==> src/rtl/dff_en_share_arb.sv <==
// Round-robin arbiter that writes one of four requesters into a shared enabled register.
// Latency: the winning edge loads q; ack/grant_id appear with the new q in the next cycle.
// Backpressure: requesters hold req until ack; en=0 or a GAP window defers grants without loss.
module dff_en_share_arb #(
  parameter int WIDTH = 8,
  parameter int GAP   = 2
) (
  input  logic             clk,
  input  logic             reset_n,
  input  logic             en,
  input  logic [3:0]       req,
  input  logic [WIDTH-1:0] d0,
  input  logic [WIDTH-1:0] d1,
  input  logic [WIDTH-1:0] d2,
  input  logic [WIDTH-1:0] d3,
  output logic [WIDTH-1:0] q,
  output logic [3:0]       ack,
  output logic [1:0]       grant_id,
  output logic             valid,
  output logic             busy
);

  typedef enum logic {ST_IDLE, ST_GAP} state_t;

  // Counter preload: GAP-1 so that the quiet window lasts exactly GAP cycles.
  localparam logic [3:0] GAP_LOAD = (GAP > 0) ? 4'(GAP - 1) : 4'd0;

  state_t           state;
  logic [1:0]       ptr;
  logic [3:0]       gap_cnt;
  logic [1:0]       win;
  logic             win_vld;
  logic [1:0]       cand;
  logic [WIDTH-1:0] win_dat;

  // Rotating priority search: first set req bit starting at ptr, wrapping modulo 4.
  always_comb begin
    win     = ptr;
    win_vld = 1'b0;
    cand    = ptr;
    for (int k = 0; k < 4; k++) begin
      cand = ptr + 2'(k);
      if (!win_vld && req[cand]) begin
        win     = cand;
        win_vld = 1'b1;
      end
    end
  end

  // Data mux for the selected requester; only sampled on a write edge.
  always_comb begin
    case (win)
      2'd0:    win_dat = d0;
      2'd1:    win_dat = d1;
      2'd2:    win_dat = d2;
      default: win_dat = d3;
    endcase
  end

  // Sequencer: grant and load in IDLE, then count out the quiet window in GAP.
  always_ff @(posedge clk or negedge reset_n) begin
    if (!reset_n) begin
      state    <= ST_IDLE;
      ptr      <= 2'd0;
      gap_cnt  <= 4'd0;
      q        <= '0;
      ack      <= 4'd0;
      grant_id <= 2'd0;
      valid    <= 1'b0;
      busy     <= 1'b0;
    end else begin
      ack <= 4'd0;
      case (state)
        ST_IDLE: begin
          if (en && win_vld) begin
            q        <= win_dat;
            ack      <= 4'b0001 << win;
            grant_id <= win;
            valid    <= 1'b1;
            ptr      <= win + 2'd1;
            if (GAP > 0) begin
              gap_cnt <= GAP_LOAD;
              state   <= ST_GAP;
              busy    <= 1'b1;
            end
          end
        end
        ST_GAP: begin
          if (gap_cnt == 4'd0) begin
            state <= ST_IDLE;
            busy  <= 1'b0;
          end else begin
            gap_cnt <= gap_cnt - 4'd1;
          end
        end
        default: begin
          state <= ST_IDLE;
          busy  <= 1'b0;
        end
      endcase
    end
  end

endmodule

==> config.mk <==
export PLATFORM = sky130hd
export DESIGN_NAME = dff_en_share_arb
export DESIGN_NICKNAME = d
export VERILOG_FILES = /design/src/rtl/dff_en_share_arb.sv
export SDC_FILE = /design/constraint.sdc
export NUM_CORES = 1
export LEC_CHECK = 0
export ABC_CLOCK_PERIOD_IN_PS = 2500
export CORE_MARGIN = 2
export CORE_UTILIZATION = 38
export CTS_CLUSTER_DIAMETER = 40
export DETAILED_ROUTE_END_ITERATION = 12
export GPL_TIMING_DRIVEN = 0
export PLACE_DENSITY = 0.75
export SYNTH_ARGS = -nofsm -noshare
export SYNTH_HDL_FRONTEND = slang
export SYNTH_SLANG_ARGS = --single-unit
==> constraint.sdc <==
create_clock -name clk -period 2.5 [get_ports clk]
set_clock_uncertainty 0.2 [all_clocks]
set_input_delay 0.625 -clock clk [delete_from_list [all_inputs] [get_ports clk]]
set_output_delay 0.625 -clock clk [all_outputs]
set_load 0.03 [all_outputs]
==> results.yml <==
synth:
  synth_compound_area_share_pct: 21.25
  ys_ff_latch: 23
  synth_xor_area_share_pct: 0
  synthFlopType: "dfrtp_1"
  synth_top_cells_by_count: "dfrtp_1 (23), o21ai_0 (14), nand2_1 (11), a222oi_1 (8), ha_1 (7)"
  syn_nets: 170
  syn_avg_cell_area_um2: 10.69
  syn_inst: 124
  synth-simple-area-share_pct: 14.73
  synth_edf_count: 0
  seq_area_frac_synth_pct: 43.44
  yosysTopAreaCell: "dfrtp_1"
  ys_types: 38
  synth_mux_area_share_pct: 10.86
  ys_top_cells_by_area: "dfrtp_1 (43%), mux2_4 (6.8%), ha_1 (6.6%)"
  synth_fa_ha_area_share_pct: 6.610
  synth.top_cell.area_share_pct: 43.44
  synth_area_um2: 1325
  yosysWarnings: 0
  synthArstFlopShare_pct: 100.0
  synth_top_family_by_area: "compound AO/OA/AOI/OAI gates"
  synth_most_common_cell: "dfrtp_1"
critical_path:
  critical_path_arrival_ns: 2.54
  worstPathMaxFanout: 9
  worstSetupPathType: "reg2reg"
  cp-start-kind: "register"
  end_kind: "register"
  crit_required_ns: 2.51
  reg2reg_slack_ns: -0.03
cells_and_area:
  utilization_pct: 59.62
  layout-drive-gt1-share_pct: 18.78
  fin_nets: 228
  syn_to_final_growth_pct: 50.14
  fill_cells: 281
  final_area_um2: 1989
  diodes: 0
  stdcell_count: 227
sta:
  hold_violations: 0
  finalCriticalPeriod_ns: 2.535
  setup_slack_ns: -0.03480
  fmax_mhz: 394.5
  setup_viol: 3
  drv_slew: 0
  max_slew_margin_pct: 32.05
  tightest_slew_ns: 1.016
  period_share_pct: 101.4
  rsz0062_at_grt: "true"
power:
  ir_drop_mv: 0.4236
  pwr-share-seq_pct: 30.4
  power_density_nw_per_um2: 1026
  p_int_uw: 1193
  switching_share_pct: 41.55
  clkPwrFrac_pct: 8.4
  power_frac_comb_pct: 61.2
  p_leak_uw: 0.0008437
  p_sw_uw: 848.3
global_routing:
  antenna_found_initial: 0
  grt_pass1_wl_um: 5844
  grt_max_degree: 24
  grt_usage_pct: 18.24
  overflow: 0
  grt_pass1_vias: 1243
detailed_routing:
  wl_per_cell_um: 15.52
  viasPerCell: 5.396
  drt.antenna.violating_nets: 0
  drtPass1Iterations: 5
  drt_first_iter_violations: 80
  wirelength_um: 3524
  vias: 1225
  drc_errors: 0
floorplanning:
  die_y_um: 63.05
  start_util_pct: 39.71
  chipWidth_um: 63.05
  fp-row-count: 21
  dieArea_um2: 3975
  core_um2: 3337
  ioPinCount: 55
clock_tree:
  clock_sinks: 23
  hold_buffers: 0
  numCtsBuffers: 3
  cts.clk_slew.worst_paths_ns: 0.12
  clk_latency_ns: 0.31
  cts.path.max_buffers: 2
  cts_tree: "yes"
  htreeDepth: 1
  cts_root_buf: "clkbuf_4"
placed_design:
  place_congestion: 0.7931
  place_area_um2: 1961
  placed_cells: 224
  port_buffers: 54
  place_hpwl_um: 2673
  dp_slack_ns: -1.013
hold_path:
  hp-class: "reg2reg"
run:
  drv_cap: 0
run_status:
  status: "finished, violations left"
  violations: "negative setup slack"
per-layer routing:
metal,wire length (um),track usage [%]
met3,384,5.357
met2,1631,29.92
met1,1484,23.26
met4,23,5.278
met5,0,0
cells by family after synthesis:
kind of cell,after synthesis
AOI/OAI and AO/OA,39
and+or+nand+nor,35
DFF,23
muxes,11
buffers and inverters,9
adders and majority gates,7
worst max-delay path, cell delays in order, from the launching register on:
cell and delay [ns]:
dfrtp_2 0.45, and3b_2 0.21, or4_4 0.49, and2_4 0.17
ha_4 0.19, a222oi_1 0.35, o21ai_1 0.11, mux2_4 0.26
state kept, by name, indices dropped and copies added (netlist names):
register / cells
q: 8
ack: 4
gap_cnt: 4
grant_id: 2
ptr: 2
busy: 1
state: 1
valid: 1
power by group through the flow:
| stage | Combinational (uW) | Sequential, uW | Clock (uW) |
|---|---|---|---|
| detailed placement | 1210 | 623 | 0 |
| CTS | 1240 | 616 | 184 |
| global placement | 1190 | 614 | 0 |
| finish | 1250 | 620 | 171 |
| floorplan | 650 | 781 | 0 |
| global route | 1360 | 639 | 204 |
path summary, 6_finish.rpt:
path                       startpoint  endpoint  cells after the start
setup / recovery               ptr[1]      q[1]                      7
min in group asynchronous     reset_n      q[1]                      1
hold / removal                  valid     valid                      1
setup reg to reg               ptr[1]      q[1]                      7
hold reg to reg                 valid     valid                      1
max in group asynchronous     reset_n    ptr[1]                      1
metrics by stage:
step	hold WS [ns]	total power [uW]	setup TNS (ns)
detailed placement	0.2572	1837	-9.314
finish	0.2823	2042	-0.06237
global route	0.3121	2205	-0.6351
floorplan	0.1294	1432	-1.228
CTS	0.2881	2044	-0.2465
global placement	0.2516	1805	-9.166
layout by cell type (no fill, tap or decap), types with 2 or more instances in the layout:
cell,instances
a21oi_1,4
a222oi_1,8
and3_1,4
buf_4,3
clkbuf_1,2
clkbuf_4,3
clkdlybuf4s50_1,50
dfrtp_1,22
ha_1,3
ha_2,3
inv_1,3
mux2_4,8
mux2i_1,2
nand2_1,11
nor2_1,3
nor2b_1,3
o21ai_0,4
o21ai_1,10
o22ai_1,2
timing repair:
action                                 4_1_cts  5_1_grt
pin swaps                                    2       14
setup buffers                                2        0
endpoints found under the hold margin        0        0
gates resized for setup                     21        5
setup endpoints to repair                   11        8
cell type report:
| type | count | area, um2 | share of cell area [%] |
|---|---|---|---|
| Sequential cell | 23 | 576.8 | 28.99 |
| Multi-Input combinational cell | 92 | 749.5 | 37.67 |
| Buffer | 3 | 20.02 | 1.006 |
| Timing Repair Buffer | 56 | 548.0 | 27.55 |
| Inverter | 3 | 11.26 | 0.5660 |
| Tap cell | 46 | 57.56 | 2.893 |
| Clock buffer | 4 | 26.28 | 1.321 |
No activity file was read; power rests on OpenSTA's default activity.
